## config.mk

```make
export PLATFORM = sky130hd
export DESIGN_NAME = dff_sync_chain
export DESIGN_NICKNAME = d
export VERILOG_FILES = /design/src/rtl/dff_sync_chain.sv
export SDC_FILE = /design/constraint.sdc
export NUM_CORES = 1
export LEC_CHECK = 0
export CORE_ASPECT_RATIO = 1.75
export CORE_MARGIN = 2
export CORE_UTILIZATION = 46
export DETAILED_ROUTE_END_ITERATION = 16
export PLACE_DENSITY_LB_ADDON = 0.2
export SLEW_MARGIN = 20
export SYNTH_ARGS = -nofsm -noshare
export SYNTH_HDL_FRONTEND = slang
export SYNTH_SLANG_ARGS = --single-unit
```

## constraint.sdc

```tcl
create_clock -name clk -period 1.75 [get_ports clk]
set_input_delay 0.35 -clock clk [delete_from_list [all_inputs] [get_ports clk]]
set_output_delay 0.35 -clock clk [all_outputs]
set_load 0.02 [all_outputs]
```

## src/rtl/dff_sync_chain.sv

```systemverilog
// dff_sync_chain: STAGES-deep WIDTH-bit enabled register chain with load, fill-tracking valid and per-bit edge detect
module dff_sync_chain #(
  parameter int WIDTH = 8,
  parameter int STAGES = 2,
  parameter logic [WIDTH-1:0] RESET_VAL = {WIDTH{1'b0}}
) (
  input  logic             clk,
  input  logic             reset,
  input  logic             en,
  input  logic             load,
  input  logic [WIDTH-1:0] load_val,
  input  logic [WIDTH-1:0] d,
  output logic [WIDTH-1:0] q,
  output logic             q_valid,
  output logic [WIDTH-1:0] rise,
  output logic [WIDTH-1:0] fall,
  output logic             changed
);
  localparam int CW = $clog2(STAGES + 1);
  logic [WIDTH-1:0] stage [STAGES];
  logic [WIDTH-1:0] q_prev;
  logic [CW-1:0] fill;
  logic prev_valid;
  logic edge_ok;
  always_ff @(posedge clk or negedge reset) begin
    if (!reset) begin
      for (int k = 0; k < STAGES; k++) stage[k] <= RESET_VAL;
      fill <= '0;
      q_prev <= RESET_VAL;
      prev_valid <= 1'b0;
    end else begin
      q_prev <= q;
      prev_valid <= q_valid;
      if (load) begin
        for (int k = 0; k < STAGES; k++) stage[k] <= load_val;
        fill <= CW'(STAGES);
      end else if (en) begin
        stage[0] <= d;
        for (int k = 1; k < STAGES; k++) stage[k] <= stage[k-1];
        fill <= q_valid ? fill : fill + CW'(1);
      end
    end
  end
  // Edges are only meaningful once both the current and previous q were valid
  always_comb begin
    q = stage[STAGES-1];
    q_valid = (fill == CW'(STAGES));
    edge_ok = q_valid & prev_valid;
    rise = edge_ok ? (q & ~q_prev) : '0;
    fall = edge_ok ? (~q & q_prev) : '0;
    changed = |(rise | fall);
  end
endmodule

```

# After elaboration in Yosys (flattened, before gate mapping)
# Index checks and enable logic that the tools add are counted.
[totals]
ff_bits = 27
inputBits = 20
out_inout_bits = 26
[op_classes]
n_eq_ne = 2
addsub = 1
mux = 7
reduce_logical = 3
bitwise_logic = 6
[ops]
columns = ["operator", "count"]
rows = [
  ["two-way mux 16 bit", 2],
  ["AND 8 bit", 2],
  ["two-way mux 8 bit", 2],
  ["inverter 8 bit", 2],
  ["OR 8 bit", 1],
  ["OR reduction 8 bit", 1],
  ["two-way mux 2 bit", 3],
  ["adder 2 x 1 -> 2 bit, second input constant", 1],
  ["equality test 2 bit, second input constant", 1],
  ["!= test 2 bit, second input constant", 1],
  ["AND reduction 2 bit", 1],
  ["nonzero test 2 bit", 1],
  ["AND 1 bit", 1],
]

# Longest topological paths before layout
# Gate-level depths: netlist of run 1.
[depth]
depth_word = 5
ltp_mapped = 5
ltp_nobuf = 5

# Worst setup path before layout of run 1
# OpenSTA, ideal clock, no wires.
[synth_path]
kind = "reg-to-output"
startpoint = "reg fill[0]"
endpoint = "out rise[4]"
n_path_buf = 1
stages_incl_launch_ff = 6
arrival_ps = 1657
slack_ps = -257
path_cell_list = "dfrtp_1 -> inv_1 -> ha_1 -> nand2_1 -> buf_2 -> nor3b_1"
[synth_via]
elab_chain_len = 3
[synth_rtl]
columns = ["element", "line_no", "source"]
rows = [
  ["start: declaration", "22", "logic [CW-1:0] fill;"],
  ["start signal: assignment", "36", "fill <= CW'(STAGES);"],
  ["start signal: assignment", "40", "fill <= q_valid ? fill : fill + CW'(1);"],
  ["equality test 2 bit", "47", "q_valid = (fill == CW'(STAGES));"],
  ["named net q_valid", "14", "output logic q_valid,"],
  ["AND 1 bit", "48", "edge_ok = q_valid & prev_valid;"],
  ["two-way mux 8 bit", "49", "rise = edge_ok ? (q & ~q_prev) : '0;"],
  ["end: declaration", "15", "output logic [WIDTH-1:0] rise,"],
]
# The timed path passes the listed nets, and every way through them passes these cells.

# Worst setup path after layout of run 1
[layout_path]
startpoint = "reg q_prev[3]"
endpoint = "out changed"
[layout_via]
elab_chain_len = 5
elab_cells_between_ends = 7
cone_classes = "mux (2); bitwise (4); reduce/logical (1)"
[layout_rtl]
columns = ["element", "line_no", "source"]
rows = [
  ["start: declaration", "21", "logic [WIDTH-1:0] q_prev;"],
  ["start signal: assignment", "32", "q_prev <= q;"],
  ["inverter 8 bit", "49", ""],
  ["AND 8 bit", "49", ""],
  ["two-way mux 8 bit", "49", ""],
  ["OR 8 bit (*)", "51", "changed = |(rise | fall);"],
  ["OR reduction 8 bit (*)", "51", ""],
  ["end: declaration", "17", "output logic changed"],
]
# Every way passes the cells marked *; elsewhere a longest branch is shown, timed or not.

==> run_results.csv, run 1 <==
group,metric,value,unit
yosys,async_set_or_reset_register_ratio_after_synthesis,100,%
yosys,synth_common_cells,"27 x sky130_fd_sc_hd__dfrtp_1, 24 x sky130_fd_sc_hd__nor2b_1, 18 x sky130_fd_sc_hd__nor2_1",
clock_network,cts.sinks,27,
drt,routed_via_density,4.88,
clock_network,htreeDepth,1,
global_route,grt_usage,19.3,%
global_route,vias_in_the_first_global_route,1129,
sta,worst_slack,-0.0769,ns
worst_setup_path,crit_type,"register to output port",
floorplan,chipWidth,46.3,um
worst_setup_path,crit_path_cell_trace,"xor2_1 > nor4_1 > buf_4 > a21oi_2 > buf_4",
sta,max_slew_margin,78.4,%
yosys,synth-xor-area-share,5.47,%
yosys,synth-edff-count,0,
sta,final_max_slew_viol_count,0,
floorplan,die_area,3610,um2
final_layout,final_cell_count_no_fill,237,
sta,worstMarginPinSlew,0.321,ns
yosys,area_fraction_in_and_or_nand_and_nor_cells_after_synthesis,25.0,%
yosys,yosysWarnings,0,
yosys,compound_gate_portion_of_the_synthesized_area,12.8,%
clock_network,clock-root-buffer,"sky130_fd_sc_hd__clkbuf_8",
drt,postRouteWirelength,3180,um
yosys,post_synth.cell_area_avg,10.8,um2
run_status,failed_checks,"negative setup slack",
sta,totalNegativeSetupSlack,-0.391,ns
yosys,post-synth-top-count-cell,"sky130_fd_sc_hd__dfrtp_1",
drt,drt_pass1_iterations,2,
clock_network,worst_skew_pair.late_latency,0.26,ns
floorplan,placeableCoreArea,2960,um2
yosys,synth_top_family_by_area,"simple AND/OR/NAND/NOR gates",
yosys,yosysTopAreaCell,"sky130_fd_sc_hd__dfrtp_1",
power,powerDensity,931,nW/um2
final_layout,num_antenna_cells,0,
final_layout,layout_cell_share_with_drive_strength_beyond_1,40.0,%
yosys,netlist_top_cells_area,"sky130_fd_sc_hd__dfrtp_1 47%, sky130_fd_sc_hd__nor2b_1 10%, sky130_fd_sc_hd__a211oi_2 8.7%",
sta,max_freq,547,MHz
floorplan,top_level_ports,46,
worst_setup_path,critical_path_buf_inv_count,2,
placement,post-dp-hpwl,2240,um
yosys,mappedNetlistArea,1440,um2
placement,placement.io_buffers,45,
worst_setup_path,timing.critical_path.required,1.40,ns
yosys,synth.area.mux_share,0,%
flow_run,max_cap_viol_count,0,
global_route,grt_antenna_before_repair,0,
placement,post-place-cells,228,
clock_network,ctsLongestPathBuffers,2,
floorplan,initial_utilization,48.6,%
sta,setup_repair_after_global_routing_missed_its_margin,"true",
worst_setup_path,crit_path_max_incr_delay,0.39,ns
final_layout,finish.instance_area,2260,um2
final_layout,flow.area_growth_from_synthesis,56.6,%
placement,routabilityCongestion,0.708,
worst_setup_path,slowest_stage,"sky130_fd_sc_hd__dfrtp_1",
floorplan,core.rowCount,26,
drt,initialDrtViolationCount,9,
placement,place_area,2090,um2
sta,finalHoldWorstSlack,0.446,ns
worst_setup_path,critPathTopFamily,"flip-flops",
yosys,synth-adder-area-share,0.869,%
yosys,post_synth_num_cell_types,21,
drt,via_count,1157,
global_route,overflow,0,
sta,final-setup-viol-count,16,
sta,layout_min_cycle_time,1.83,ns
power,vdd.ir_drop.worst,964,uV
final_layout,layout.filler_cells,200,
yosys,synthesis.instances,133,
worst_setup_path,timing.critical_path.to_type,"output port",
yosys,ys_ff_latch,27,
final_layout,final_util,76.2,%
yosys,synth.top_cell.area_share,46.9,%
global_route,largest_net_degree_at_the_start_of_global_routing,33,
worst_setup_path,critPathMostFrequentCell,"sky130_fd_sc_hd__buf_4",
drt,detail_route.wl_per_cell,13.4,um
clock_network,tritoncts_clock_tree,"done",
sta,finalHoldViolCount,0,
sta,post-route-period-util,104,%
global_route,grt_pass1_wl,5210,um
sta,clock_skew,0.00524,ns
power,power.leakage,0.968,nW
worst_setup_path,critPathMaxFanout,2,
worst_setup_path,cp_data_arrival_time,1.48,ns
clock_network,clk_transition_reported_paths,0.08,ns
run_status,outcome,"finished with violations",
clock_network,cts_inserted_buffers,3,
drt,final_antenna_net_count,0,
floorplan,die_height,78.0,um
drt,drcViolationCount,0,
yosys,mappedNetlistNets,154,
hold_path,class_of_the_tightest_hold_or_removal_check,"input pin to async pin",
final_layout,final_net_count,217,
worst_setup_path,startpoint_type,"register",
yosys,yosysSeqAreaShare,46.9,%
yosys,yosys_most_used_dff,"sky130_fd_sc_hd__dfrtp_1",
## kinds of logic after synthesis
kind of cell	after synthesis
simple gates	62
flops	27
compound gates	18
buf+inv	16
xor+xnor	9
fa+ha+maj	1
## through the flow
step / setup slack, ns / power, mW
final: -0.0769 / 2.10
after global routing: -0.185 / 2.22
after CTS: -0.0888 / 2.03
after detailed placement: -0.327 / 1.60
after global placement: -0.246 / 1.57
after floorplan: -0.0308 / 1.21
## cells in the final DEF (no fill, tap or decap)
| master | netlist | layout |
|---|---|---|
| sky130_fd_sc_hd__nor4_1 | 2 | 2 |
| sky130_fd_sc_hd__ha_4 | 0 | 1 |
| sky130_fd_sc_hd__nand2_8 | 0 | 1 |
| sky130_fd_sc_hd__dfrtp_1 | 27 | 27 |
| sky130_fd_sc_hd__nand2b_1 | 1 | 1 |
| sky130_fd_sc_hd__nor2b_1 | 24 | 24 |
| sky130_fd_sc_hd__a211oi_1 | 6 | 6 |
| sky130_fd_sc_hd__clkdlybuf4s50_1 | 0 | 19 |
| sky130_fd_sc_hd__a21oi_2 | 0 | 1 |
| sky130_fd_sc_hd__inv_2 | 0 | 1 |
| sky130_fd_sc_hd__xor2_1 | 8 | 8 |
| sky130_fd_sc_hd__buf_16 | 0 | 1 |
| sky130_fd_sc_hd__nor2_1 | 18 | 18 |
| sky130_fd_sc_hd__xnor2_1 | 1 | 1 |
| sky130_fd_sc_hd__a211o_1 | 1 | 1 |
| sky130_fd_sc_hd__a211oi_2 | 10 | 10 |
| sky130_fd_sc_hd__clkbuf_1 | 0 | 1 |
| sky130_fd_sc_hd__dlymetal6s2s_1 | 0 | 5 |
| sky130_fd_sc_hd__dlygate4sd2_1 | 0 | 4 |
| sky130_fd_sc_hd__clkbuf_8 | 0 | 3 |
| sky130_fd_sc_hd__buf_4 | 8 | 37 |
| sky130_fd_sc_hd__buf_6 | 2 | 3 |
| sky130_fd_sc_hd__nor3b_4 | 0 | 3 |
| sky130_fd_sc_hd__buf_12 | 1 | 3 |
| sky130_fd_sc_hd__clkbuf_16 | 0 | 1 |
| sky130_fd_sc_hd__nor3b_2 | 0 | 13 |
## cell type report
class	instances	area (um2)	share of cell area [%]
well taps	42	52.6	2.33
clock buffers	4	45.0	2.00
repair buffers	73	712	31.6
multi-input cells	90	767	34.0
inverters	1	3.75	0.166
flip-flops and latches	27	676	30.0
## worst register-to-register path: stages (launching register included)
cell and delay [ns]:
sky130_fd_sc_hd__dfrtp_1 0.42, sky130_fd_sc_hd__ha_4 0.20, sky130_fd_sc_hd__buf_4 0.14, sky130_fd_sc_hd__nand2b_1 0.18
sky130_fd_sc_hd__a211o_1 0.31
## path summary, 6_finish.rpt
kind / start / endpoint / slack (ns) / cells past startpoint
worst max-delay path: q_prev[3] / changed / -0.08 / 5
max in group asynchronous: reset / q[7] / 1.06 / 2
worst max register to register: fill[1] / fill[1] / 0.40 / 4
worst min register to register: stage[9] / q[1] / 0.52 / 2
worst min-delay path: reset / stage[13] / 0.45 / 2
min in group clk: stage[9] / q[1] / 0.52 / 2
## flip-flops by register name, indices dropped and copies added, names as in the netlist
name	count
fill	2
q_prev	8
stage	8
prev_valid	1
q	8
## metal layers
| layer | vias to the layer above | routed length, um | global-route usage (%) |
|---|---|---|---|
| met5 | - | 0 | 0 |
| met4 | 0 | 21 | 5.71 |
| met3 | 2 | 96 | 2.53 |
| met2 | 31 | 1850 | 32.4 |
| met1 | 551 | 1210 | 25.1 |
| li1 | 573 | - | - |
## report_power, final
| part | switching, mW | internal, mW | leakage (nW) |
|---|---|---|---|
| clock network | 0.173 | 0.162 | 0.0228 |
| registers | 0.0465 | 0.688 | 0.306 |
| logic | 0.484 | 0.547 | 0.639 |
## what timing repair did
action | CTS | global route
endpoints found under the hold margin | 0 | 0
setup buffers | 1 | 2
pin swaps | 11 | 3
endpoints found under the setup margin | 20 | 22
hold buffers | 0 | 0
cloned | 1 | 1
gates resized for setup | 109 | 9
No activity file was read; power rests on OpenSTA's default activity.
==> run 2: changes to the inputs <==
--- a/config.mk
+++ b/config.mk
@@ -8,6 +8,7 @@
 export CORE_ASPECT_RATIO = 1.75
 export CORE_MARGIN = 2
 export CORE_UTILIZATION = 46
+export CTS_CLUSTER_DIAMETER = 120
 export DETAILED_ROUTE_END_ITERATION = 16
 export PLACE_DENSITY_LB_ADDON = 0.2
 export SLEW_MARGIN = 20
==> constraint.sdc (replaced) <==
create_clock -name clk -period 1.75 [get_ports clk]
set_input_delay 0.35 -clock clk [delete_from_list [all_inputs] [get_ports clk]]
set_output_delay 0.35 -clock clk [all_outputs]
set_load 0.05 [all_outputs]
==> run 2 against run 1 <==
The flow still finishes with violations (negative setup slack). Clock-buffer cell count shrank 1. Core utilization is 9.6 points higher. Non-clock buffer count is 7 lower. Sequential share of layout area is 3.3 points lower. Clock skew down 0.0016 ns. Total power increased by 27%. Clock power about the same. Die area did not move. Global-route usage is 2.6 points higher. Critical path type unchanged.
==> run_results.csv, run 2 (synthesis gave the netlist of run 1 again) <==
group,metric,value,unit
run_status,outcome,"finished with violations",
run_status,failed_checks,"negative setup slack",
final_layout,layout.filler_cells,133,
power,vdd.ir_drop.worst,767,uV
floorplan,placeableCoreArea,2960,um2
final_layout,layout.cells.most_common,"sky130_fd_sc_hd__dfrtp_1",
clock_network,postCtsHoldBufs,0,
floorplan,die_height,78.0,um
placement,placement.io_buffers,45,
floorplan,top_level_ports,46,
global_route,overflow,0,
global_route,largest_net_degree_at_the_start_of_global_routing,33,
final_layout,final_util,85.8,%
drt,detail_route.wl_per_cell,16.2,um
worst_setup_path,worstReg2RegEnd,"fill[1]",
power,power.total,2.66,mW
drt,via_count,1184,
final_layout,num_antenna_cells,0,
clock_network,ctsLongestPathBuffers,2,
placement,routabilityCongestion,0.726,
sta,totalNegativeSetupSlack,-2.84,ns
clock_network,cts.sinks,27,
drt,drt_pass1_iterations,4,
global_route,grt_pass1_wl,5790,um
drt,postRouteWirelength,3750,um
worst_setup_path,timing.critical_path.to_type,"output port",
drt,routed_via_density,5.10,
sta,max_freq,511,MHz
clock_network,tritoncts_clock_tree,"done",
sta,post-route-period-util,112,%
floorplan,die_area,3610,um2
worst_setup_path,reg2reg_setup_slack,0.23,ns
sta,final_max_slew_viol_count,0,
final_layout,register_area,677,um2
sta,clock_skew,0.00362,ns
worst_setup_path,crit-reg2reg-launch,"fill[1]",
global_route,grt_usage,21.9,%
clock_network,clock-root-buffer,"sky130_fd_sc_hd__clkbuf_8",
global_route,grt_antenna_before_repair,0,
power,powerDensity,1050,nW/um2
power,power.leakage,1.01,nW
global_route,vias_in_the_first_global_route,1286,
worst_setup_path,timing.critical_path.required,1.40,ns
worst_setup_path,worst-r2r-cell-count,5,
drt,initialDrtViolationCount,16,
final_layout,flow.area_growth_from_synthesis,76.5,%
clock_network,cts_inserted_buffers,3,
sta,finalHoldViolCount,0,
clock_network,htreeDepth,1,
drt,drcViolationCount,0,
sta,max_slew_margin,78.6,%
sta,layout_min_cycle_time,1.96,ns
placement,post-dp-hpwl,2320,um
clock_network,clk_transition_reported_paths,0.09,ns
final_layout,layout_cell_share_with_drive_strength_beyond_1,44.7,%
floorplan,initial_utilization,48.6,%
final_layout,final_cell_mix,"26 x sky130_fd_sc_hd__dfrtp_1, 25 x sky130_fd_sc_hd__buf_12, 24 x sky130_fd_sc_hd__nor2b_1",
sta,finalHoldWorstSlack,0.437,ns
drt,final_antenna_net_count,0,
final_layout,finish.instance_area,2540,um2
final_layout,multi_input_comb_area,902,um2
worst_setup_path,crit_type,"register to output port",
worst_setup_path,critPathMaxFanout,8,
clock_network,worst_skew_pair.late_latency,0.27,ns
floorplan,core.rowCount,26,
sta,worst_slack,-0.208,ns
worst_setup_path,cp_data_arrival_time,1.61,ns
sta,setup_repair_after_global_routing_missed_its_margin,"true",
placement,post-place-cells,218,
hold_path,class_of_the_tightest_hold_or_removal_check,"input pin to async pin",
flow_run,max_cap_viol_count,0,
worst_setup_path,startpoint_type,"register",
placement,place_area,2340,um2
sta,worstMarginPinSlew,0.321,ns
final_layout,final_cell_count_no_fill,232,
floorplan,chipWidth,46.3,um
sta,final-setup-viol-count,17,
placement,detailedPlace.worstSlack,0.0840,ns
final_layout,final_net_count,212,
==> run 2: cell types whose count changed in the layout (fill, tap and decap cells not counted), moves of 2 or more <==
cell                             previous run  this run
sky130_fd_sc_hd__buf_12                     3        25
sky130_fd_sc_hd__dlymetal6s2s_1             5         0
sky130_fd_sc_hd__buf_4                     37        21
sky130_fd_sc_hd__dlygate4sd2_1              4         0
sky130_fd_sc_hd__nand2_8                    1         3
sky130_fd_sc_hd__nor3b_2                   13         0
sky130_fd_sc_hd__buf_6                      3         1
sky130_fd_sc_hd__nor3b_4                    3        16
==> run 2: cell type report <==
type                    count  area share (%)
clock inverters             1           0.197
repair buffers             66            33.8
well taps                  42            2.07
flip-flops and latches     27            26.6
inverters                   1           0.148
clock buffers               3            1.62
multi-input cells          92            35.5
==> run 2: worst max-delay path by stage <==
stage / start / endpoint / slack [ns] / cells after the start
after CTS: q[2] / changed / -0.13 / 5
after global placement: q_prev[7] / changed / 0.16 / 5
after detailed placement: q_prev[7] / changed / 0.08 / 5
after floorplan: fill[0] / fall[5] / -0.08 / 4
after global routing: fill[0] / fall[4] / -0.27 / 5
final: fill[1] / fall[1] / -0.21 / 4
==> run 2: report_power, final <==
group	internal (mW)	switching (mW)	total [mW]	leakage [nW]
clock network	0.159	0.180	0.339	0.0255
registers	0.689	0.0767	0.766	0.306
logic	0.716	0.838	1.55	0.681
==> run 2: per-layer routing <==
metal	global-route usage, %	share of wire (%)	wire [um]
met5	0	0	0
met4	9.71	0.99	37
met3	1.38	2.3	88
met2	39.4	61	2290
met1	24.6	36	1340
==> run 2: repair_timing <==
item                                    in CTS  in global routing
cloned                                       2                  0
setup buffers                                7                  1
resized for setup                           11                  1
endpoints found under the setup margin      17                 17
pin swaps                                   15                  4
==> run 2: worst max-delay path: stages, from the launching register on <==
cell and delay [ns]:
sky130_fd_sc_hd__dfrtp_1 0.46, sky130_fd_sc_hd__ha_4 0.29, sky130_fd_sc_hd__nand2_8 0.15, sky130_fd_sc_hd__nor3b_4 0.26
sky130_fd_sc_hd__buf_12 0.16
